File: src/rtl/mem_arb_pkg.sv
// Shared constants and state encoding for the unified memory port arbiter.
package mem_arb_pkg;

    localparam int ARB_ST_W  = 6;
    localparam int ARB_CNT_W = 32;

    // One-hot state encoding; each state owns a single bit.
    typedef enum logic [ARB_ST_W-1:0] {
        ARB_IDLE      = 6'b000001,
        ARB_I_REQ     = 6'b000010,
        ARB_I_RESP    = 6'b000100,
        ARB_D_RD_REQ  = 6'b001000,
        ARB_D_RD_RESP = 6'b010000,
        ARB_D_WR_REQ  = 6'b100000
    } arb_state_e;

endpackage

File: src/rtl/arb_event_cnt.sv
// Wrapping event counter used for per-requester grant statistics.
module arb_event_cnt
    import mem_arb_pkg::*;
(
    input  logic                 clk,
    input  logic                 rst,
    input  logic                 en,
    output logic [ARB_CNT_W-1:0] cnt
);

    logic [ARB_CNT_W-1:0] cnt_q;
    logic [ARB_CNT_W-1:0] cnt_d;

    // Next count: add one per enabled cycle, wrapping naturally at 2^32.
    always_comb begin
        cnt_d = cnt_q;
        if (en) begin
            cnt_d = cnt_q + {{(ARB_CNT_W-1){1'b0}}, 1'b1};
        end
    end

    // Count register with asynchronous clear.
    always_ff @(posedge clk or posedge rst) begin
        if (rst) begin
            cnt_q <= '0;
        end else begin
            cnt_q <= cnt_d;
        end
    end

    assign cnt = cnt_q;

endmodule

File: src/rtl/mem_port_arbiter.sv
// Merges the core's fetch and data channels onto one memory port.
// Fixed priority data > fetch, one outstanding transaction at a time.
//
// state         | meaning
// --------------+-------------------------------------------------
// ARB_IDLE      | no grant; arbitrate among pending requests
// ARB_I_REQ     | fetch request presented on the memory port
// ARB_I_RESP    | waiting for / forwarding the fetch response
// ARB_D_RD_REQ  | load request presented on the memory port
// ARB_D_RD_RESP | waiting for / forwarding the load response
// ARB_D_WR_REQ  | store request presented; no response phase
module mem_port_arbiter
    import mem_arb_pkg::*;
(
    input  logic        clk,
    input  logic        rst,
    input  logic        Inst_Req_Valid,
    input  logic [31:0] PC,
    output logic        Inst_Req_Ack,
    output logic [31:0] Instruction,
    output logic        Inst_Valid,
    input  logic        Inst_Ack,
    input  logic [31:0] Address,
    input  logic        MemWrite,
    input  logic        MemRead,
    input  logic [31:0] Write_data,
    input  logic [3:0]  Write_strb,
    output logic        Mem_Req_Ack,
    output logic [31:0] Read_data,
    output logic        Read_data_Valid,
    input  logic        Read_data_Ack,
    output logic [31:0] M_Address,
    output logic        M_MemWrite,
    output logic        M_MemRead,
    output logic [31:0] M_Write_data,
    output logic [3:0]  M_Write_strb,
    input  logic        M_Req_Ack,
    input  logic [31:0] M_Read_data,
    input  logic        M_Read_data_Valid,
    output logic        M_Read_data_Ack,
    output logic [31:0] inst_grant_cnt,
    output logic [31:0] data_grant_cnt
);

    arb_state_e state_q;
    arb_state_e state_d;
    logic       inst_cnt_en;
    logic       data_cnt_en;

    // State register; reset aborts any transaction in flight.
    always_ff @(posedge clk or posedge rst) begin
        if (rst) begin
            state_q <= ARB_IDLE;
        end else begin
            state_q <= state_d;
        end
    end

    // Next state and output decode. Request strobes and acks are qualified
    // by the granted request still being asserted, so a withdrawn request
    // never produces a handshake on either side.
    always_comb begin
        state_d         = state_q;
        Inst_Req_Ack    = 1'b0;
        Instruction     = '0;
        Inst_Valid      = 1'b0;
        Mem_Req_Ack     = 1'b0;
        Read_data       = '0;
        Read_data_Valid = 1'b0;
        M_Address       = '0;
        M_MemWrite      = 1'b0;
        M_MemRead       = 1'b0;
        M_Write_data    = '0;
        M_Write_strb    = '0;
        M_Read_data_Ack = 1'b0;
        inst_cnt_en     = 1'b0;
        data_cnt_en     = 1'b0;

        unique case (state_q)
            ARB_IDLE: begin
                if (MemWrite) begin
                    state_d = ARB_D_WR_REQ;
                end else if (MemRead) begin
                    state_d = ARB_D_RD_REQ;
                end else if (Inst_Req_Valid) begin
                    state_d = ARB_I_REQ;
                end
            end
            ARB_I_REQ: begin
                M_Address    = PC;
                M_MemRead    = Inst_Req_Valid;
                Inst_Req_Ack = Inst_Req_Valid & M_Req_Ack;
                inst_cnt_en  = Inst_Req_Valid & M_Req_Ack;
                if (!Inst_Req_Valid) begin
                    state_d = ARB_IDLE;
                end else if (M_Req_Ack) begin
                    state_d = ARB_I_RESP;
                end
            end
            ARB_I_RESP: begin
                Instruction     = M_Read_data;
                Inst_Valid      = M_Read_data_Valid;
                M_Read_data_Ack = Inst_Ack;
                if (M_Read_data_Valid && Inst_Ack) begin
                    state_d = ARB_IDLE;
                end
            end
            ARB_D_RD_REQ: begin
                M_Address   = Address;
                M_MemRead   = MemRead;
                Mem_Req_Ack = MemRead & M_Req_Ack;
                data_cnt_en = MemRead & M_Req_Ack;
                if (!MemRead) begin
                    state_d = ARB_IDLE;
                end else if (M_Req_Ack) begin
                    state_d = ARB_D_RD_RESP;
                end
            end
            ARB_D_RD_RESP: begin
                Read_data       = M_Read_data;
                Read_data_Valid = M_Read_data_Valid;
                M_Read_data_Ack = Read_data_Ack;
                if (M_Read_data_Valid && Read_data_Ack) begin
                    state_d = ARB_IDLE;
                end
            end
            ARB_D_WR_REQ: begin
                M_Address    = Address;
                M_MemWrite   = MemWrite;
                M_Write_data = Write_data;
                M_Write_strb = Write_strb;
                Mem_Req_Ack  = MemWrite & M_Req_Ack;
                data_cnt_en  = MemWrite & M_Req_Ack;
                if (!MemWrite || M_Req_Ack) begin
                    state_d = ARB_IDLE;
                end
            end
            default: begin
                state_d = ARB_IDLE;
            end
        endcase
    end

    arb_event_cnt u_inst_cnt (
        .clk (clk),
        .rst (rst),
        .en  (inst_cnt_en),
        .cnt (inst_grant_cnt)
    );

    arb_event_cnt u_data_cnt (
        .clk (clk),
        .rst (rst),
        .en  (data_cnt_en),
        .cnt (data_grant_cnt)
    );

endmodule

File: config.mk
export PLATFORM = sky130hd
export DESIGN_NAME = mem_port_arbiter
export DESIGN_NICKNAME = d
export VERILOG_FILES = /design/src/rtl/mem_arb_pkg.sv /design/src/rtl/arb_event_cnt.sv /design/src/rtl/mem_port_arbiter.sv
export SDC_FILE = /design/constraint.sdc
export NUM_CORES = 1
export LEC_CHECK = 0
export BUFFER_PORTS_ARGS = -buffer_cell sky130_fd_sc_hd__buf_2
export CORE_AREA = 2 2 134 136
export CTS_BUF_LIST = sky130_fd_sc_hd__clkbuf_16
export DETAILED_ROUTE_END_ITERATION = 10
export DIE_AREA = 0 0 136 138
export GPL_ROUTABILITY_DRIVEN = 0
export PLACE_DENSITY = 0.53
export REMOVE_ABC_BUFFERS = 1
export SETUP_SLACK_MARGIN = 0.3
export SLEW_MARGIN = 30
export SYNTH_ARGS = -nofsm -noshare
export SYNTH_HDL_FRONTEND = slang
export SYNTH_SLANG_ARGS = --single-unit
File: constraint.sdc
create_clock -name clk -period 3.27 [get_ports clk]
set_clock_uncertainty 0.05 [all_clocks]
set_input_delay 0.1635 -clock clk [delete_from_list [all_inputs] [get_ports clk]]
set_output_delay 0.1635 -clock clk [all_outputs]
set_load 0.05 [all_outputs]
==> impl_metrics.json <==
{
  "wirelength_mm": 20.14,
  "cts_root_buf": "clkbuf_16",
  "fp.dieH_um": 138,
  "startpoint": "state_q[2]",
  "crit_arrival_ns": 2.43,
  "finalSetupViolations": 0,
  "finalWorstSetupSlack_ns": 0.6300,
  "floorplan.initialDensity_pct": 25.21,
  "hold_viol_final": 0,
  "drive_above_1_share_pct": 46.58,
  "yosys.area.top_type_share_pct": 39.06,
  "synth_area_um2": 4420,
  "pwr-share-comb_pct": 39.2,
  "dieArea_um2": 18770,
  "hp-start": "MemRead",
  "grt_first_pass_wirelength_mm": 29.13,
  "cts_tree": "built",
  "vias": 4999,
  "drc_errors": 0,
  "slowest_stage": "dfrtp_1",
  "ys_types": 45,
  "viasPerCell": 4.756,
  "switchingPower_w": 0.001375,
  "yosysWarnings": 0,
  "synth-seq-area-share_pct": 39.65,
  "cts_sinks": 70,
  "crit_path_end_kind": "output pin",
  "drv_slew": 0,
  "cts_buffer_depth": 2,
  "grt_pass1_vias": 4689,
  "leakagePower_nw": 3.944,
  "fmax_ghz": 0.3788,
  "r2r-start": "state_q[5]",
  "synth_seq_cells": 70,
  "cts-resized-gates": 0,
  "area_growth_pct": 51.37,
  "synthTopCellsByArea": "dfrtp_1, and2_1, xnor2_1",
  "dpl.hpwl_mm": 16.59,
  "cts_buffers": 9,
  "reg2reg_depth": 5,
  "first_pass_iters": 4,
  "overflow": 0,
  "vdd_drop_max_mv": 0.3353,
  "netlist_instances": 484,
  "synth_area_per_cell_um2": 9.133,
  "relSlewSlack_pct": 47.27,
  "critPathMaxFanout": 34,
  "htree_num_levels": 3,
  "num_rows": 49,
  "crit_type": "register to output pin",
  "period_minus_slack_ns": 2.640,
  "n_fill_cell": 1860,
  "dp_slack_ns": 0.9331,
  "io_pins": 344,
  "drtIter0Drc": 318,
  "portBuffers": 343,
  "rsz0062_at_grt": "false",
  "antenna_left": 0,
  "pwr-share-clk_pct": 31.3,
  "synth_enable_flop_cells": 0,
  "final.period_utilization_pct": 80.73,
  "clkLatencyLatePin_ns": 0.33,
  "final_nets": 957,
  "core_area_um2": 17530,
  "seq_area_um2": 1753,
  "wire_per_inst_um": 19.16,
  "crit_path_cell_trace": "nor4_1, and3b_1, buf_4, a22o_1, buf_2",
  "multi_input_area_um2": 2511,
  "outcome": "finished clean",
  "p_seq_share_pct": 29.6,
  "yosysTopAreaCell": "dfrtp_1",
  "async_flop_share_pct": 100.0,
  "crit_required_ns": 3.06,
  "slowest_delay_ns": 0.50,
  "cellPowerDensity_nw_per_um2": 493.1,
  "die_w_um": 136,
  "ctsHoldBuffers": 1,
  "total_power_w": 0.003299,
  "postCtsSetupBuffers": 0,
  "grt_antenna_before_repair": 14,
  "min_path_type": "primary input to register",
  "swShare_pct": 41.68,
  "tightest_slew_ns": 0.7909,
  "maxCapViolations": 0,
  "power.internal_w": 0.001924,
  "grt_usage_pct": 20.66,
  "whs_path_depth": 2,
  "crit_path_start_kind": "register",
  "clk_pin_slew_ns": 0.06,
  "synth_top_flop_cell": "dfrtp_1",
  "grt_max_degree": 41
}
==> Yosys cell counts (all sizes together) (6+ instances only) <==
master	n
nand2	40
xor2	19
nor2	19
and3	44
inv	6
a22o	34
and2	71
nor3	15
buf	6
clkbuf	28
nand4	20
nor4	6
xnor2	45
nand3	24
dfrtp	69
==> critical path, delay by kind of cell, from the launching register on <==
kind | cells | cell delay (ns)
flops | 1 | 0.50
simple gates | 2 | 0.67
buf+inv | 2 | 0.62
compound gates | 1 | 0.28
==> layer usage <==
layer	global-route usage, %	share of wire [%]	vias up
li1	-	-	2360
met1	26.27	42	2382
met2	32.53	46	210
met3	7.297	8.6	35
met4	6.853	2.7	12
met5	0	0.36	-
==> power by group through the flow <==
stage | logic (W) | clock network, W | registers, W
2_1_floorplan | 0.000833 | 0 | 0.00104
3_3_place_gp | 0.00130 | 0 | 0.000990
3_5_place_dp | 0.00130 | 0 | 0.000990
4_1_cts | 0.00130 | 0.00105 | 0.000975
5_1_grt | 0.00137 | 0.00109 | 0.000984
6_report | 0.00129 | 0.00103 | 0.000975
==> stage by stage <==
| stage | std cells | util [%] | instance area [µm²] | setup TNS [ns] | hold WS (ns) |
|---|---|---|---|---|---|
| detailed placement | 1031 | 36.26 | 6357 | 0 | 0.3401 |
| CTS | 1047 | 38.10 | 6680 | 0 | 0.05879 |
| floorplan | 450 | - | 4259 | -51.83 | 0.2356 |
| global placement | 1031 | 36.26 | 6357 | 0 | 0.3422 |
| finish | 1051 | 38.16 | 6691 | 0 | 0.06728 |
| global route | 1050 | 38.15 | 6689 | 0 | 0.07570 |
==> registers in the layout, summed over array words and instances, names as in the netlist <==
name,count
state_q,6
u_data_cnt.cnt,32
u_inst_cnt.cnt,32
==> path summary, 6_finish.rpt <==
path,end,slack [ns]
worst max-delay path,M_Address[0],0.63
worst min-delay path,state_q[3],0.07
worst max register to register,u_data_cnt.cnt[6],0.94
worst min register to register,u_inst_cnt.cnt[31],0.43
max in group asynchronous,u_data_cnt.cnt[1],2.05
min in group asynchronous,u_inst_cnt.cnt[11],0.44
==> layout by cell type (no fill, tap or decap), drive strengths merged, types with 19 or more instances in the layout <==
cell,count
xor2,19
and2,71
nand2,40
nand4,20
a22o,34
dfrtp,69
nor2,19
nand3,24
buf,352
xnor2,45
and3,44
==> area by class of cell <==
cell class                 count  share of cell area (%)
clock buffer                   9                   3.366
timing repair buffer         353                   26.81
sequential                    70                   26.20
clock inverter                 6                   1.309
antenna                        4                  0.1496
tap                          229                   4.282
multi-input combinational    374                   37.53
inverter                       6                  0.3553
==> cells by family (layout without fill, tap and decap cells) <==
group,after synthesis,in the layout,share of synthesized area (%)
compound gates,44,44,8.322
xor+xnor,64,64,12.68
fa+ha+maj,2,2,0.5660
buf+inv,40,374,4.161
flops,70,70,39.65
mux,1,1,0.2264
other cells,0,4,0
simple gates,263,263,34.39
Note: power is estimated with default switching activity, not from simulation.
